--- config.mk ---
export PLATFORM = sky130hd
export DESIGN_NAME = branch_predictor_flat
export DESIGN_NICKNAME = d
export VERILOG_FILES = /design/src/rtl/branch_predictor_pkg.sv /design/src/rtl/branch_predictor_if.sv /design/src/rtl/branch_predictor_sat_counter.sv /design/src/rtl/branch_predictor.sv /design/src/flat_wrapper.sv
export SDC_FILE = /design/constraint.sdc
export NUM_CORES = 2
export LEC_CHECK = 0
export ABC_AREA = 0
export CAP_MARGIN = 20
export CORE_UTILIZATION = 62
export DETAILED_ROUTE_END_ITERATION = 16
export GPL_ROUTABILITY_DRIVEN = 0
export PLACE_DENSITY = 0.83
export SLEW_MARGIN = 20
export SYNTH_ARGS = -nofsm -noshare
export SYNTH_HDL_FRONTEND = slang
export SYNTH_SLANG_ARGS = --single-unit
--- constraint.sdc ---
create_clock -name CLK -period 6.6 [get_ports CLK]
set_input_delay 0.99 -clock CLK [delete_from_list [all_inputs] [get_ports CLK]]
set_output_delay 0.99 -clock CLK [all_outputs]
set_load 0.02 [all_outputs]
--- src/rtl/branch_predictor_pkg.sv ---
// Shared types for the fetch-stage branch predictor: machine word, predictor
// mode and the sequential next-PC helper.
package branch_predictor_pkg;

  typedef logic [31:0] word_t;

  typedef enum logic [0:0] {
    BP_STATIC_NT = 1'b0,
    BP_BIMODAL   = 1'b1
  } bp_mode_t;

  localparam word_t PC_STEP = 32'd4;

  // Fall-through fetch address; wraps naturally at 32 bits.
  function automatic word_t pc_plus4(input word_t pc);
    return pc + PC_STEP;
  endfunction

endpackage

--- src/rtl/branch_predictor_if.sv ---
// Bundles the lookup, update and statistics signals of the branch predictor.
// bp: the predictor side. dp: the datapath side (fetch + execute).
interface branch_predictor_if;
  import branch_predictor_pkg::*;

  word_t lookup_pc;
  logic  pred_taken;
  word_t pred_npc;
  logic  update_en;
  word_t update_pc;
  logic  update_taken;
  word_t update_target;
  logic  update_pred;
  logic  flush_all;
  word_t resolve_cnt;
  word_t mispred_cnt;

  modport bp (
    input  lookup_pc, update_en, update_pc, update_taken, update_target,
           update_pred, flush_all,
    output pred_taken, pred_npc, resolve_cnt, mispred_cnt
  );

  modport dp (
    output lookup_pc, update_en, update_pc, update_taken, update_target,
           update_pred, flush_all,
    input  pred_taken, pred_npc, resolve_cnt, mispred_cnt
  );

endinterface

--- src/rtl/branch_predictor_sat_counter.sv ---
// Combinational saturating up/down counter step used on the predictor update
// path. inc and dec together (or neither) leave the value unchanged.
module sat_counter #(
  parameter int CTR_W = 2
) (
  input  logic [CTR_W-1:0] cur,
  input  logic             inc,
  input  logic             dec,
  output logic [CTR_W-1:0] nxt
);

  localparam logic [CTR_W-1:0] CTR_MAX = {CTR_W{1'b1}};
  localparam logic [CTR_W-1:0] CTR_MIN = {CTR_W{1'b0}};

  // Next counter value, clamped at both ends.
  always_comb begin
    nxt = cur;
    if (inc && !dec) begin
      if (cur != CTR_MAX) begin
        nxt = cur + CTR_W'(1);
      end else begin
        nxt = cur;
      end
    end else if (dec && !inc) begin
      if (cur != CTR_MIN) begin
        nxt = cur - CTR_W'(1);
      end else begin
        nxt = cur;
      end
    end else begin
      nxt = cur;
    end
  end

endmodule

--- src/rtl/branch_predictor.sv ---
// Bimodal branch predictor with a direct-mapped BTB. Lookup is combinational
// from the table state; training happens on the clock edge from execute-stage
// resolution. Also keeps saturating resolve/mispredict statistics.
module branch_predictor
  import branch_predictor_pkg::*;
#(
  parameter int       ENTRIES = 16,
  parameter int       CTR_W   = 2,
  parameter bp_mode_t MODE    = BP_BIMODAL
) (
  input  logic            CLK,
  input  logic            nRST,
  branch_predictor_if.bp  bpif
);

  localparam int IDX_W = $clog2(ENTRIES);
  localparam int TAG_W = 32 - IDX_W - 2;
  // Weakly-taken is the allocation value; weakly-not-taken is the reset/flush value.
  localparam logic [CTR_W-1:0] CTR_WT  = CTR_W'(1) << (CTR_W - 1);
  localparam logic [CTR_W-1:0] CTR_WNT = CTR_WT - CTR_W'(1);
  localparam word_t            CNT_MAX = 32'hFFFF_FFFF;

  // Table state
  logic [ENTRIES-1:0] r_valid;
  logic [TAG_W-1:0]   r_tag    [ENTRIES];
  word_t              r_target [ENTRIES];
  logic [CTR_W-1:0]   r_ctr    [ENTRIES];

  // Statistics
  word_t r_resolve_cnt;
  word_t r_mispred_cnt;

  // Lookup path
  logic [IDX_W-1:0] w_lk_idx;
  logic [TAG_W-1:0] w_lk_tag;
  logic             w_lk_hit;
  logic             w_pred_taken;
  word_t            w_pred_npc;

  // Update path
  logic [IDX_W-1:0] w_up_idx;
  logic [TAG_W-1:0] w_up_tag;
  logic             w_up_hit;
  logic [CTR_W-1:0] w_ctr_nxt;

  // Word-offset bits of the PCs are never used by the predictor.
  logic w_unused_pc_bits;
  assign w_unused_pc_bits = ^{bpif.lookup_pc[1:0], bpif.update_pc[1:0]};

  assign w_lk_idx = bpif.lookup_pc[IDX_W+1:2];
  assign w_lk_tag = bpif.lookup_pc[31:IDX_W+2];
  assign w_lk_hit = r_valid[w_lk_idx] && (r_tag[w_lk_idx] == w_lk_tag);

  assign w_up_idx = bpif.update_pc[IDX_W+1:2];
  assign w_up_tag = bpif.update_pc[31:IDX_W+2];
  assign w_up_hit = r_valid[w_up_idx] && (r_tag[w_up_idx] == w_up_tag);

  // One shared counter step for the single entry touched per update.
  sat_counter #(.CTR_W(CTR_W)) u_sat_counter (
    .cur (r_ctr[w_up_idx]),
    .inc (bpif.update_taken),
    .dec (!bpif.update_taken),
    .nxt (w_ctr_nxt)
  );

  // Direction and next-PC prediction from the pre-update table state.
  always_comb begin
    w_pred_taken = 1'b0;
    w_pred_npc   = pc_plus4(bpif.lookup_pc);
    if (MODE == BP_BIMODAL) begin
      w_pred_taken = w_lk_hit && r_ctr[w_lk_idx][CTR_W-1];
    end else begin
      w_pred_taken = 1'b0;
    end
    if (w_pred_taken) begin
      w_pred_npc = r_target[w_lk_idx];
    end else begin
      w_pred_npc = pc_plus4(bpif.lookup_pc);
    end
  end

  assign bpif.pred_taken  = w_pred_taken;
  assign bpif.pred_npc    = w_pred_npc;
  assign bpif.resolve_cnt = r_resolve_cnt;
  assign bpif.mispred_cnt = r_mispred_cnt;

  // Table training; flush overrides any same-cycle update.
  always_ff @(posedge CLK or negedge nRST) begin
    if (!nRST) begin
      r_valid <= {ENTRIES{1'b0}};
      for (int i = 0; i < ENTRIES; i++) begin
        r_tag[i]    <= TAG_W'(0);
        r_target[i] <= 32'h0000_0000;
        r_ctr[i]    <= CTR_WNT;
      end
    end else if (bpif.flush_all) begin
      r_valid <= {ENTRIES{1'b0}};
      for (int i = 0; i < ENTRIES; i++) begin
        r_ctr[i] <= CTR_WNT;
      end
    end else if ((MODE == BP_BIMODAL) && bpif.update_en) begin
      if (w_up_hit) begin
        r_ctr[w_up_idx] <= w_ctr_nxt;
        if (bpif.update_taken) begin
          r_target[w_up_idx] <= bpif.update_target;
        end
      end else if (bpif.update_taken) begin
        r_valid[w_up_idx]  <= 1'b1;
        r_tag[w_up_idx]    <= w_up_tag;
        r_target[w_up_idx] <= bpif.update_target;
        r_ctr[w_up_idx]    <= CTR_WT;
      end
    end
  end

  // Saturating statistics; they count every accepted update regardless of mode or flush.
  always_ff @(posedge CLK or negedge nRST) begin
    if (!nRST) begin
      r_resolve_cnt <= 32'h0000_0000;
      r_mispred_cnt <= 32'h0000_0000;
    end else if (bpif.update_en) begin
      if (r_resolve_cnt != CNT_MAX) begin
        r_resolve_cnt <= r_resolve_cnt + 32'd1;
      end
      if ((bpif.update_pred != bpif.update_taken) && (r_mispred_cnt != CNT_MAX)) begin
        r_mispred_cnt <= r_mispred_cnt + 32'd1;
      end
    end
  end

endmodule

--- src/flat_wrapper.sv ---
// flat-port wrapper written by rule: the top's interface ports become plain ports
module branch_predictor_flat import branch_predictor_pkg::*;
#(
  parameter int       ENTRIES = 16,
  parameter int       CTR_W   = 2,
  parameter bp_mode_t MODE    = BP_BIMODAL
)
  (CLK, nRST, bpif_lookup_pc, bpif_update_en, bpif_update_pc, bpif_update_taken, bpif_update_target, bpif_update_pred, bpif_flush_all, bpif_pred_taken, bpif_pred_npc, bpif_resolve_cnt, bpif_mispred_cnt);
  branch_predictor_if bpif_i ();
  input  logic CLK;
  input  logic nRST;
  input wire logic [$bits(bpif_i.lookup_pc)-1:0] bpif_lookup_pc;
  input wire logic [$bits(bpif_i.update_en)-1:0] bpif_update_en;
  input wire logic [$bits(bpif_i.update_pc)-1:0] bpif_update_pc;
  input wire logic [$bits(bpif_i.update_taken)-1:0] bpif_update_taken;
  input wire logic [$bits(bpif_i.update_target)-1:0] bpif_update_target;
  input wire logic [$bits(bpif_i.update_pred)-1:0] bpif_update_pred;
  input wire logic [$bits(bpif_i.flush_all)-1:0] bpif_flush_all;
  output wire logic [$bits(bpif_i.pred_taken)-1:0] bpif_pred_taken;
  output wire logic [$bits(bpif_i.pred_npc)-1:0] bpif_pred_npc;
  output wire logic [$bits(bpif_i.resolve_cnt)-1:0] bpif_resolve_cnt;
  output wire logic [$bits(bpif_i.mispred_cnt)-1:0] bpif_mispred_cnt;
  assign bpif_i.lookup_pc = bpif_lookup_pc;
  assign bpif_i.update_en = bpif_update_en;
  assign bpif_i.update_pc = bpif_update_pc;
  assign bpif_i.update_taken = bpif_update_taken;
  assign bpif_i.update_target = bpif_update_target;
  assign bpif_i.update_pred = bpif_update_pred;
  assign bpif_i.flush_all = bpif_flush_all;
  assign bpif_pred_taken = bpif_i.pred_taken;
  assign bpif_pred_npc = bpif_i.pred_npc;
  assign bpif_resolve_cnt = bpif_i.resolve_cnt;
  assign bpif_mispred_cnt = bpif_i.mispred_cnt;
  branch_predictor #(.ENTRIES(ENTRIES), .CTR_W(CTR_W), .MODE(MODE)) u_core (.CLK(CLK), .nRST(nRST), .bpif(bpif_i));
endmodule
==> out/qor.csv <==
stage,metric,value,unit
cts,clkSlewWorstSetupHoldPaths,0.06,ns
setup_path,worstRegToRegCells,11,
grt,grt_pass1_wl,220000,microns
pwr,switching_share,26.1,%
synthesis,synthesis.nets,3617,
drt,vias,33393,
grt,first_global_vias,34556,
cts,cts-resized-gates,0,
synthesis,ys_ff_latch,1040,
cts,cts_root_buf,clkbuf_16,
floorplanning,ios,199,
sta,finalHoldViolCount,0,
synthesis,ys_warn_count,0,
setup_path,cpPeakStageDelay,0.64,ns
cells_and_area,nFillCells,5511,
cts,clkSinkCount,1040,
job,maxCapViolations,0,
sta,worst_pin_slew,1.11,ns
status,status,finished clean,
sta,fin_crit,6.36,ns
sta,worst_slack,0.244,ns
cells_and_area,layout_commonest_cell,dfrtp_1,
sta,setup_viol,0,
floorplanning,die_h,295,microns
placement,place_ws,0.251,ns
sta,clock_skew,0.0625,ns
worst_hold_path,holdCritPathClass,in -> async,
pwr,p_per_area,280,mW/mm^2
cells_and_area,most-common-layout-cells,"dfrtp_1, mux2_2, mux4_2",
placement,numPortBuffers,196,
setup_path,crit_path_end_kind,output pin,
pwr,ir_drop,0.250,mV
cells_and_area,fin_util,70.6,%
cells_and_area,fin_cells,4869,
floorplanning,core,0.0851,sq mm
setup_path,criticalPathCategory,in -> out,
drt,wirelength,144000,microns
cts,hold_buffers,0,
cts,max-clock-path-buffers,3,
synthesis,netlist_area,0.0534,sq mm
synthesis,syn_inst,3512,
synthesis,synth_enable_flop_cells,0,
cells_and_area,nNetsFinal,3735,
pwr,p_leak,0.0267,uW
sta,fin_crit_sh,96.3,%
floorplanning,start_util,62.7,%
drt,vias_per_cell,6.86,
grt,grt_max_degree,173,
sta,rsz0062_at_grt,no,
cells_and_area,syn_to_final_growth,12.7,%
cts,insertion_delay,0.71,ns
setup_path,path_cells,"buf_8, buf_12, mux4_2, mux4_2, xnor2_1, and2_1, or4bb_1, nor4_4, buf_12, mux2_2, clkdlybuf4s50_1",
placement,hpwl,87900,microns
cells_and_area,stdcell_area,0.0602,sq mm
drt,drt_iter0_drc,3701,
cts,cts_tree,built,
placement,dp.cells,4667,
setup_path,path_max_fanout,40,
pwr,combPwrFrac,16.4,%
pwr,power_frac_clock,37.6,%
drt,routedWlPerCell,29.5,microns
cts,post-cts-setup-buffers,0,
placement,placed_area,0.0564,sq mm
pwr,p_seq_share,46.0,%
synthesis,synth.distinct_cells,72,
pwr,p_sw,4400,uW
pwr,p_int,12400,uW
drt,antenna_left,0,
drt,route.detailed.drc,0,
grt,grt_overflow,0,
cts,cts_max_level,3,
synthesis,postSynth.asyncResetShare,100,%
cells_and_area,drive_gt1_share,45.4,%
cts,cts_inserted_buffers,105,
synthesis,synthFlopType,dfrtp_1,
setup_path,critPathSlowestCell,clkdlybuf4s50_1,
grt,antenna_found_initial,9,
grt,grtUsageTotal,33.9,%
floorplanning,dieWidth,295,microns
sta,setup_tns,0,ns
sta,clock.fmax,157,MHz
synthesis,syn_area_per_cell,15.2,sq um
setup_path,critical_path_required,5.61,ns
setup_path,start_kind,primary input,
setup_path,cp.arrival,5.37,ns
sta,drv_slew,0,
drt,dr.pass1.iters,5,
floorplanning,rows,107,
sta,max_slew_margin,25.8,%
synthesis,ys_seq_area_share,48.8,%
floorplanning,die_area,0.0872,sq mm
[logic make-up after synthesis]
| family | share of synthesized area (%) |
|---|---|
| compound gates | 2.83 |
| xor+xnor | 2.23 |
| fa+ha+maj | 0.108 |
| buf+inv | 3.21 |
| flops | 48.8 |
| mux | 39.2 |
| simple gates | 3.57 |
[layer usage]
metal	GRT usage, %	up-vias	wire, microns
met2	51.2	1647	67300
met1	48.2	17868	57800
met3	8.07	397	13000
met4	12.6	8	5540
met5	0	-	48
li1	-	13473	-
[synthesized netlist by cell type, types with 16 or more instances]
cell type | count | area (sq um)
mux2_2 | 756 | 8510
buf_6 | 16 | 180
o21a_1 | 40 | 300
buf_1 | 51 | 191
a22oi_1 | 20 | 150
dfrtp_1 | 1024 | 25600
nand4_1 | 31 | 194
mux4_2 | 371 | 8360
nand2_1 | 72 | 270
xor2_1 | 45 | 394
o21ai_0 | 36 | 180
inv_1 | 41 | 154
nor2_1 | 69 | 259
nand3_1 | 46 | 230
a31oi_1 | 30 | 188
clkbuf_1 | 153 | 574
and3_1 | 22 | 138
mux2i_1 | 93 | 931
mux2_1 | 21 | 236
xnor2_1 | 91 | 797
dfstp_2 | 16 | 420
buf_2 | 54 | 270
mux2_4 | 190 | 2850
nand2b_1 | 16 | 100
[cell type report]
cell class / instances / area (sq um) / area share (%)
clock buffers: 151 / 3070 / 5.11
flip-flops and latches: 1040 / 26000 / 43.3
diodes: 6 / 15.0 / 0.0250
repair buffers: 313 / 3050 / 5.07
multi-input cells: 2128 / 25800 / 42.8
inverters: 42 / 158 / 0.262
well taps: 1144 / 1430 / 2.38
clock inverters: 45 / 629 / 1.05
[power by group through the flow]
stage	sequential, uW	combinational [uW]	clock, uW
6_report	7740	2770	6320
5_1_grt	7830	2930	6640
4_1_cts	7720	2760	6390
3_5_place_dp	7810	2740	0
3_3_place_gp	7750	2660	0
2_1_floorplan	7670	1910	0
[path summary, 6_finish.rpt]
check,startpoint,to,slack (ns)
worst max-delay path,bpif_lookup_pc[2],bpif_pred_npc[3],0.24
worst min-delay path,nRST,u_core.bpif.resolve_cnt[25]$_DFFE_PN0P_,0.37
worst max register to register,u_core.r_tag[317]$_DFFE_PN0P_,u_core.r_tag[240]$_DFFE_PN0P_,2.08
worst min register to register,u_core.r_ctr[12]$_DFFE_PN1P_,u_core.r_ctr[12]$_DFFE_PN1P_,0.48
max in group asynchronous,nRST,u_core.r_target[217]$_DFFE_PN0P_,4.66
min in group CLK,u_core.r_ctr[12]$_DFFE_PN1P_,u_core.r_ctr[12]$_DFFE_PN1P_,0.48
[registers in the layout, indices dropped and copies added (netlist names)]
name / cells
u_core.r_target: 512
u_core.r_tag: 416
u_core.bpif.mispred_cnt: 32
u_core.bpif.resolve_cnt: 32
u_core.r_ctr: 32
u_core.r_valid: 16
[critical path, delay by kind of cell]
family / cells / cell delay [ns]
AND/OR/NAND/NOR: 3 / 0.98
buffers and inverters: 4 / 1.61
multiplexers: 3 / 1.44
XOR/XNOR: 1 / 0.23
[stage by stage]
step	hold WS (ns)	power, uW
final	0.372	16800
after global routing	0.445	17400
after CTS	0.414	16900
after detailed placement	0.473	10600
after global placement	0.474	10400
after floorplan	0.457	9580
Note: power is estimated with default switching activity, not from simulation.
